<file path="src/rtl/fetch_pkg.sv">
`default_nettype none
// ---------------------------------------------------------------------------
// fetch_pkg: shared types and defaults for the instruction fetch stage.
// Rev 1.0
// ---------------------------------------------------------------------------
package fetch_pkg;

  localparam int PC_W_DEF    = 10;
  localparam int INSTR_W_DEF = 16;

  typedef enum logic [1:0] {
    IDLE = 2'd0,
    REQ  = 2'd1,
    DROP = 2'd2
  } fetch_state_t;

  // Prefetch buffer entry layout; the FIFO stores {pc, instr} in this order.
  typedef struct packed {
    logic [PC_W_DEF-1:0]    pc;
    logic [INSTR_W_DEF-1:0] instr;
  } fetch_entry_t;

  // Occupancy counter width able to hold the value DEPTH itself.
  function automatic int cnt_width(input int depth);
    return $clog2(depth + 1);
  endfunction

endpackage
`default_nettype wire

</file>
<file path="src/rtl/fetch_fifo.sv">
`default_nettype none
// ---------------------------------------------------------------------------
// fetch_fifo: synchronous prefetch FIFO, flush has priority over push/pop.
// Rev 1.0
// ---------------------------------------------------------------------------
module fetch_fifo
  import fetch_pkg::*;
#(
  parameter int WIDTH = PC_W_DEF + INSTR_W_DEF,
  parameter int DEPTH = 4
) (
  input  logic                         clk,
  input  logic                         reset,
  input  logic                         push,
  input  logic                         pop,
  input  logic                         flush,
  input  logic [WIDTH-1:0]             din,
  output logic [WIDTH-1:0]             head,
  output logic [cnt_width(DEPTH)-1:0]  count,
  output logic                         empty
);

  localparam int PTR_W = $clog2(DEPTH);
  localparam int CNT_W = cnt_width(DEPTH);

  logic [WIDTH-1:0] slots [DEPTH];
  logic [PTR_W-1:0] rd_ptr;
  logic [PTR_W-1:0] wr_ptr;

  always_ff @(posedge clk or posedge reset) begin
    if (reset) begin
      rd_ptr <= '0;
      wr_ptr <= '0;
      count  <= '0;
    end else if (flush) begin
      rd_ptr <= '0;
      wr_ptr <= '0;
      count  <= '0;
    end else begin
      if (push) wr_ptr <= wr_ptr + PTR_W'(1);
      if (pop)  rd_ptr <= rd_ptr + PTR_W'(1);
      if (push && !pop)      count <= count + CNT_W'(1);
      else if (pop && !push) count <= count - CNT_W'(1);
    end
  end

  always_ff @(posedge clk) begin
    if (push && !flush) slots[wr_ptr] <= din;
  end

  assign empty = (count == '0);
  // Head reads as zero when empty so the outputs have defined reset values.
  assign head  = empty ? '0 : slots[rd_ptr];

endmodule
`default_nettype wire

</file>
<file path="src/rtl/fetch_unit.sv">
`default_nettype none
// ---------------------------------------------------------------------------
// fetch_unit: fetch FSM, fetch PC, memory req/ack port and prefetch buffer.
// FETCH_STATS_EN adds stat_fetched / stat_redirects counters.  Rev 1.0
// ---------------------------------------------------------------------------
module fetch_unit
  import fetch_pkg::*;
#(
  parameter int PC_W    = PC_W_DEF,
  parameter int INSTR_W = INSTR_W_DEF,
  parameter int DEPTH   = 4
) (
  input  logic               clk,
  input  logic               reset,
  output logic               mem_req,
  output logic [PC_W-1:0]    mem_addr,
  input  logic               mem_ack,
  input  logic [INSTR_W-1:0] mem_rdata,
  input  logic               redirect_valid,
  input  logic [PC_W-1:0]    redirect_pc,
  output logic               instr_valid,
  input  logic               instr_ready,
  output logic [INSTR_W-1:0] instr_out,
  output logic [PC_W-1:0]    instr_pc
`ifdef FETCH_STATS_EN
  ,
  output logic [15:0]        stat_fetched,
  output logic [15:0]        stat_redirects
`endif
);

  localparam int CNT_W = cnt_width(DEPTH);

  fetch_state_t             state;
  logic [PC_W-1:0]          fetch_pc;
  logic                     push;
  logic                     pop;
  logic                     empty;
  logic [CNT_W-1:0]         count;
  logic [PC_W+INSTR_W-1:0]  head;
  int                       count_after;

  // A redirect cancels any same-cycle push or pop.
  assign pop         = instr_valid && instr_ready && !redirect_valid;
  assign push        = (state == REQ) && mem_ack && !redirect_valid;
  assign count_after = int'(count) + 1 - int'(pop);
  assign instr_valid = !empty;
  assign {instr_pc, instr_out} = head;

  fetch_fifo #(
    .WIDTH (PC_W + INSTR_W),
    .DEPTH (DEPTH)
  ) u_fifo (
    .clk   (clk),
    .reset (reset),
    .push  (push),
    .pop   (pop),
    .flush (redirect_valid),
    .din   ({mem_addr, mem_rdata}),
    .head  (head),
    .count (count),
    .empty (empty)
  );

  always_ff @(posedge clk or posedge reset) begin
    if (reset) begin
      state    <= IDLE;
      mem_req  <= 1'b0;
      mem_addr <= '0;
      fetch_pc <= '0;
    end else begin
      case (state)
        IDLE: begin
          if (redirect_valid) begin
            fetch_pc <= redirect_pc;
          end else if (int'(count) < DEPTH) begin
            state    <= REQ;
            mem_req  <= 1'b1;
            mem_addr <= fetch_pc;
          end
        end
        REQ: begin
          if (redirect_valid) begin
            fetch_pc <= redirect_pc;
            // An un-acked request cannot be retracted; wait it out in DROP.
            if (mem_ack) begin
              state   <= IDLE;
              mem_req <= 1'b0;
            end else begin
              state <= DROP;
            end
          end else if (mem_ack) begin
            fetch_pc <= mem_addr + PC_W'(1);
            if (count_after < DEPTH) begin
              mem_addr <= mem_addr + PC_W'(1);
            end else begin
              state   <= IDLE;
              mem_req <= 1'b0;
            end
          end
        end
        DROP: begin
          if (redirect_valid) fetch_pc <= redirect_pc;
          if (mem_ack) begin
            state   <= IDLE;
            mem_req <= 1'b0;
          end
        end
        default: begin
          state   <= IDLE;
          mem_req <= 1'b0;
        end
      endcase
    end
  end

`ifdef FETCH_STATS_EN
  always_ff @(posedge clk or posedge reset) begin
    if (reset) begin
      stat_fetched   <= '0;
      stat_redirects <= '0;
    end else begin
      if (pop)            stat_fetched   <= stat_fetched + 16'd1;
      if (redirect_valid) stat_redirects <= stat_redirects + 16'd1;
    end
  end
`endif

endmodule
`default_nettype wire
</file>
<file path="config.mk">
export PLATFORM = sky130hd
export DESIGN_NAME = fetch_unit
export DESIGN_NICKNAME = d
export VERILOG_FILES = /design/src/rtl/fetch_pkg.sv /design/src/rtl/fetch_fifo.sv /design/src/rtl/fetch_unit.sv
export SDC_FILE = /design/constraint.sdc
export NUM_CORES = 1
export LEC_CHECK = 0
export ABC_AREA = 1
export CORE_ASPECT_RATIO = 1.4
export CORE_MARGIN = 4
export CORE_UTILIZATION = 31
export DETAILED_ROUTE_END_ITERATION = 6
export PLACE_DENSITY = 0.6
export SLEW_MARGIN = 20
export SYNTH_ARGS = -nofsm -noshare
export SYNTH_HDL_FRONTEND = slang
export SYNTH_HIERARCHICAL = 1
export SYNTH_SLANG_ARGS = --single-unit
export TNS_END_PERCENT = 1
</file>
<file path="constraint.sdc">
create_clock -name clk -period 5.3 [get_ports clk]
set_input_delay 0.53 -clock clk [delete_from_list [all_inputs] [get_ports clk]]
set_output_delay 0.53 -clock clk [all_outputs]
set_load 0.02 [all_outputs]
</file>
==> reports/qor.txt, run 1 <==
# setup viols final - 0
First-pass GRT wire length - 20900 um
Tmin final - 3.46 ns
Synth Warn # - 6
CTS max path bufs - 2
Crit path from - u_fifo/rd_ptr[1]
Pwr per Cell Area - 495 nW/um^2
WS Path Type - reg -> out
Die width - 129 um
Peak VDD IR - 0.252 mV
Synthesis-stage register bit count - 134
Layout Skew - 0.00787 ns
Worst Setup End Kind - primary output
Htree depth - 4
GRT overflow - 0
Root Driver - clkbuf_16
Cells after DPL - 976
Crit path max fanout - 28
Initial antenna violation count - 0
Worst Tran Pin Value - 1.09 ns
CP required - 4.77 ns
Synth area leader - edfxtp_1
Clock sink count - 134
Worst-Skew Late Latency - 0.41 ns
Via density - 4.36
Max_cap viols - 0
CTS resizes - 0
Most frequent cells in the layout - nand2_1 (200), nor2_1 (130), edfxtp_1 (104), inv_1 (86), clkdlybuf4s50_1 (68)
Worst R2R Start - state[0]
Dominant cells by area after synthesis - edfxtp_1 (50%), dfrtp_1 (12%), nand2_1 (12%)
Share of the synthesized area in the top cell type - 49.5%
Worst hold slack - 0.387 ns
Initial DRC Count - 241
CTS tree - done
Fraction of layout cells with a size suffix above 1 - 7.95%
Reg-to-reg setup timing slack - 2.69 ns
Pwr Total - 0.00385 W
Area of the multi-input gates - 1930 um^2
Post-Route WL - 13000 um
Core Area - 19900 um^2
Setup TNS - 0 ns
Relative slew slack - 27.5%
Slew Limit Fails - 0
Vias in the first global route - 4146
Most common cell after layout, fill and taps aside - nand2_1
Register area share after synthesis - 61.4%
Die height - 177 um
Largest net degree at the start of global routing - 107
Syn Inst Count - 678
Avg Cell Area, Syn - 9.30 um^2
1st-pass router iterations - 5
F_max - 0.289 GHz
Area growth syn-to-layout - 23.3%
FF/Latch Area - 3880 um^2
Status - completed
Post-CTS Setup Bufs - 0
Non-Filler Instances - 1008
Half-perimeter wire length after placement - 8460 um
Reg-to-Reg End - u_fifo/slots[3][4]
Remaining antenna violation count - 0
Vias - 4397
# fillers - 1943
Nets - 780
Leakage - 3.15 nW
Tcrit/Tclk final - 65.3%
Row count - 61
I/O Buffers - 68
RSZ-0062 raised after global routing - no
Min-Delay Path Class - in -> async
Num CTS Buffers - 17
Post-synthesis cell type count - 28
WL/cell - 12.9 um
Residual DRC - 0
Post-Synthesis Cell Area - 6310 um^2
GRT Util Overall - 11.8%
Io pins - 69
WP data arrival - 2.93 ns
Hold_buf cts - 0
Starting Density - 31.7%
CP Launch Type - flop
Clk slew on worst S/H paths - 0.06 ns
Final hold vios - 0
Routability congestion estimate - 0.776
Die area - 22700 um^2
FF-to-FF path depth - 6
Syn Nets - 715
-- power by group --
| group | switching [W] | leakage, nW | internal, W |
|---|---|---|---|
| Combinational | 0.000682 | 1.54 | 0.000467 |
| Sequential | 0.000193 | 1.31 | 0.00128 |
| Clock | 0.000439 | 0.297 | 0.000790 |
| Total | 0.00131 | 3.15 | 0.00254 |
-- metal layers --
metal	part of all wire, %	track usage [%]
met3	3.2	2.87
met4	2.0	4.47
met1	42	13.4
met2	53	21.3
met5	0	0
-- critical path: stages (launching register included) --
cell and delay [ns]:
dfrtp_1 1.06, inv_4 0.33, nor2_1 0.18, nand2_1 0.06
a21oi_1 0.23, clkdlybuf4s50_1 0.66
-- through the flow --
step / utilization (%) / worst slack, ns / instance area (um^2)
CTS: 39.0 / 1.80 / 7780
global route: 39.0 / 1.61 / 7780
finish: 39.1 / 1.84 / 7780
floorplan: - / 2.72 / 6310
global placement: 35.9 / 2.18 / 7150
detailed placement: 35.9 / 2.14 / 7150
-- Yosys cell counts --
cell type / n
a21oi_1: 27
a21oi_2: 13
buf_2: 6
buf_4: 7
buf_6: 10
dfrtp_1: 30
edfxtp_1: 104
fa_1: 1
ha_1: 5
inv_1: 86
inv_2: 3
inv_4: 1
mux2i_1: 1
nand2_1: 200
nand3_1: 17
nand3b_1: 1
nand4_1: 3
nor2_1: 134
nor2_2: 1
nor2_4: 1
nor3_4: 1
o21ai_0: 17
o21ai_1: 2
o21ai_2: 2
o21bai_1: 1
o31ai_1: 1
o31ai_2: 1
xor2_1: 2
-- logic make-up after synthesis --
kind of cell / synth area share (%)
AO/OA/AOI/OAI: 6.17
XOR/XNOR: 0.278
adder cells (fa/ha/maj): 1.31
buffers and inverters: 8.49
flip-flops: 61.4
multiplexers: 0.159
AND/OR/NAND/NOR: 22.2
-- final cells by class --
| class | count | area share [%] |
|---|---|---|
| clock buffer | 17 | 5.47 |
| clock inverter | 14 | 2.61 |
| timing repair buffer | 69 | 8.85 |
| sequential | 134 | 49.8 |
| tap | 252 | 4.05 |
| multi-input combinational | 431 | 24.8 |
| inverter | 90 | 4.37 |
| antenna | 1 | 0.0322 |
-- worst max path at each step --
stage	to	slack [ns]
4_1_cts	instr_pc[1]	1.80
6_report	instr_pc[1]	1.84
5_1_grt	instr_pc[1]	1.61
3_3_place_gp	u_fifo/slots[1][1]	2.18
3_5_place_dp	u_fifo/slots[1][1]	2.14
2_1_floorplan	u_fifo/slots[0][0]	2.72
-- registers in the layout (all words and copies together) (netlist names) --
signal	cells
fetch_pc	10
u_fifo/rd_ptr	2
u_fifo/slots	104
mem_addr	10
state	2
u_fifo/wr_ptr	2
u_fifo/count	3
mem_req	1
(Power assumes the default switching activity.)
==> run 2, diff against run 1 <==
Settings changed: PLACE_DENSITY 0.6 to 0.62.
Clock period 5.3 ns to 2.9 ns, I/O delays scaled along.
==> run 2 against run 1 <==
Against the previous run: design area is 2.7% higher; flip-flop and latch count stayed put; combinational power is 91% higher; non-clock buffer count is 11 higher; clock power is 98% higher; critical endpoint is now instr_pc[9].
==> reports/qor.txt, run 2 (synthesis results as in run 1) <==
Largest net degree at the start of global routing - 47 (-56%)
Io pins - 69 (unchanged)
N_diodes - 0 (-1)
Crit path from - u_fifo/rd_ptr[1]
Max_cap viols - 0 (unchanged)
Die area - 22700 um^2 (unchanged)
CTS max path bufs - 2 (unchanged)
Reg-to-reg setup timing slack - 0.72 ns (-1.97 ns)
Die width - 129 um (unchanged)
Root Driver - clkbuf_16
Most frequent cells in the layout - nand2_1 (200), nor2_1 (130), edfxtp_1 (104), inv_1 (86), clkdlybuf4s50_1 (68)
WS Path Type - reg -> out
Half-perimeter wire length after placement - 8890 um (+5.0%)
I/O Buffers - 68 (unchanged)
Crit-path leading delay family - buffers and inverters
Fraction of layout cells with a size suffix above 1 - 9.26% (+1.3 points)
Reg-to-Reg End - u_fifo/slots[1][5]
Peak VDD IR - 0.442 mV (+75%)
# setup viols final - 0 (unchanged)
Tcrit/Tclk final - 91.6%
Hold_buf cts - 0 (unchanged)
Max incr delay on CP - 0.67 ns (-0.39 ns)
Slowest-stage cell, CP - clkdlybuf4s50_1
Worst R2R Start - state[0]
Via density - 4.40 (+0.97%)
CP required - 2.61 ns (-2.16 ns)
Number of flip-flops in the largest register - 104 (unchanged)
Clock sink count - 134 (unchanged)
1st-pass router iterations - 4 (-1)
Routability congestion estimate - 0.757 (-2.5%)
CP Launch Type - flop
Initial antenna violation count - 0 (unchanged)
GRT overflow - 0 (unchanged)
Crit path max fanout - 28 (unchanged)
Final Core Density - 40.1% (+1.1 points)
Post-Route WL - 13300 um (+1.8%)
Core Area - 19900 um^2 (unchanged)
Area growth syn-to-layout - 26.7%
Row count - 61 (unchanged)
# fillers - 1908 (-1.8%)
Crit path cell chain - inv_4 > nor2_1 > nand2_1 > a21oi_1 > clkdlybuf4s50_1
FF-to-FF path depth - 7 (+1)
Tmin final - 2.66 ns
Worst-Skew Late Latency - 0.41 ns (about the same)
RSZ-0062 raised after global routing - no
Die height - 177 um (unchanged)
GRT Util Overall - 11.9% (+0.10 points)
Layout Skew - 0.00591 ns (-0.00196 ns)
Relative slew slack - 40.8% (+13 points)
WP data arrival - 2.37 ns (-0.56 ns)
Most common cell after layout, fill and taps aside - nand2_1
Remaining antenna violation count - 0 (unchanged)
Clk slew on worst S/H paths - 0.06 ns (about the same)
Htree depth - 4 (unchanged)
CTS tree - done
Nets - 791 (+1.4%)
Pwr per Cell Area - 910 nW/um^2 (+84%)
Final hold vios - 0 (unchanged)
Worst Path Buf+Inv - 2 (unchanged)
Min-Delay Path Class - in -> async
Starting Density - 31.7% (unchanged)
WL/cell - 13.0 um (+0.73%)
First-pass GRT wire length - 21000 um (+0.39%)
Setup TNS - 0 ns (unchanged)
Top Registers - u_fifo/slots x104, fetch_pc x10, mem_addr x10
Slew Limit Fails - 0 (unchanged)
Status - completed
Vias - 4488 (+2.1%)
Leakage - 3.26 nW (+3.4%)
F_max - 0.376 GHz
Initial DRC Count - 140 (-42%)
Largest Register - u_fifo/slots
Residual DRC - 0 (unchanged)
Num CTS Buffers - 17 (unchanged)
Worst Tran Pin Value - 0.888 ns (-0.200 ns)
Worst Setup End Kind - primary output
Vias in the first global route - 4180 (+0.82%)
run 2: cell count changes in the layout (fill, tap and decap cells not counted):
cell,delta
diode_2,-1
clkbuf_1,+1
clkinv_4,-1
clkinvlp_4,-2
buf_4,+5
buf_16,+1
inv_6,+1
bufinv_16,+2
buf_12,+5
run 2: worst max-delay path by stage:
stage                              end  slack [ns]  depth (start not counted)
floorplan           u_fifo/slots[0][0]        0.39                          5
global placement           instr_pc[3]        0.59                          6
detailed placement         instr_pc[5]        0.59                          6
CTS                        instr_pc[5]        0.14                          6
global route               instr_pc[1]        0.04                          5
finish                     instr_pc[9]        0.24                          5
run 2: per-layer routing:
metal  wire (um)  vias to the layer above  share of wire, %  GRT usage (%)
met1        5470                     2077                41           13.1
li1            -                     2305                 -              -
met5           0                        -                 0              0
met2        7130                       90                54           21.9
met4         205                        0               1.5           3.85
met3         474                       16               3.6           3.35
run 2: worst reg2reg max path: stages (launching register included):
cell	delay [ns]
dfrtp_1	0.41
inv_2	0.10
nor2_4	0.26
nand2_1	0.11
nor2_1	0.26
nand2_1	0.31
nor2_4	0.20
buf_12	0.22
run 2: metrics by stage:
| stage | setup slack (ns) | power [W] | hold slack (ns) | area, um^2 | instances |
|---|---|---|---|---|---|
| after CTS | 0.135 | 0.00735 | 0.141 | 7960 | 1018 |
| after floorplan | 0.389 | 0.00403 | 0.0934 | 6310 | 678 |
| final | 0.244 | 0.00727 | 0.149 | 7990 | 1019 |
| after global routing | 0.0449 | 0.00771 | 0.171 | 7990 | 1019 |
| after global placement | 0.594 | 0.00487 | 0.466 | 7290 | 986 |
| after detailed placement | 0.588 | 0.00489 | 0.471 | 7290 | 986 |
run 2: layout make-up:
type | instances | area, um^2 | area share [%]
flip-flops and latches | 134 | 3880 | 48.5
multi-input cells | 431 | 1930 | 24.1
repair buffers | 80 | 853 | 10.7
clock buffers | 18 | 429 | 5.37
inverters | 90 | 340 | 4.26
well taps | 252 | 315 | 3.95
clock inverters | 14 | 248 | 3.10
run 2: where the power goes:
part	internal (W)	total [W]	switching [W]
registers	0.00235	0.00264	0.000293
clock network	0.00163	0.00243	0.000808
logic	0.000893	0.00220	0.00131
total	0.00487	0.00727	0.00241
run 2: repair_timing:
item                                   4_1_cts  5_1_grt
endpoints found under the hold margin        0        0
setup endpoints to repair                    0        1
buffers inserted                             0        1
resized for setup                            0        0
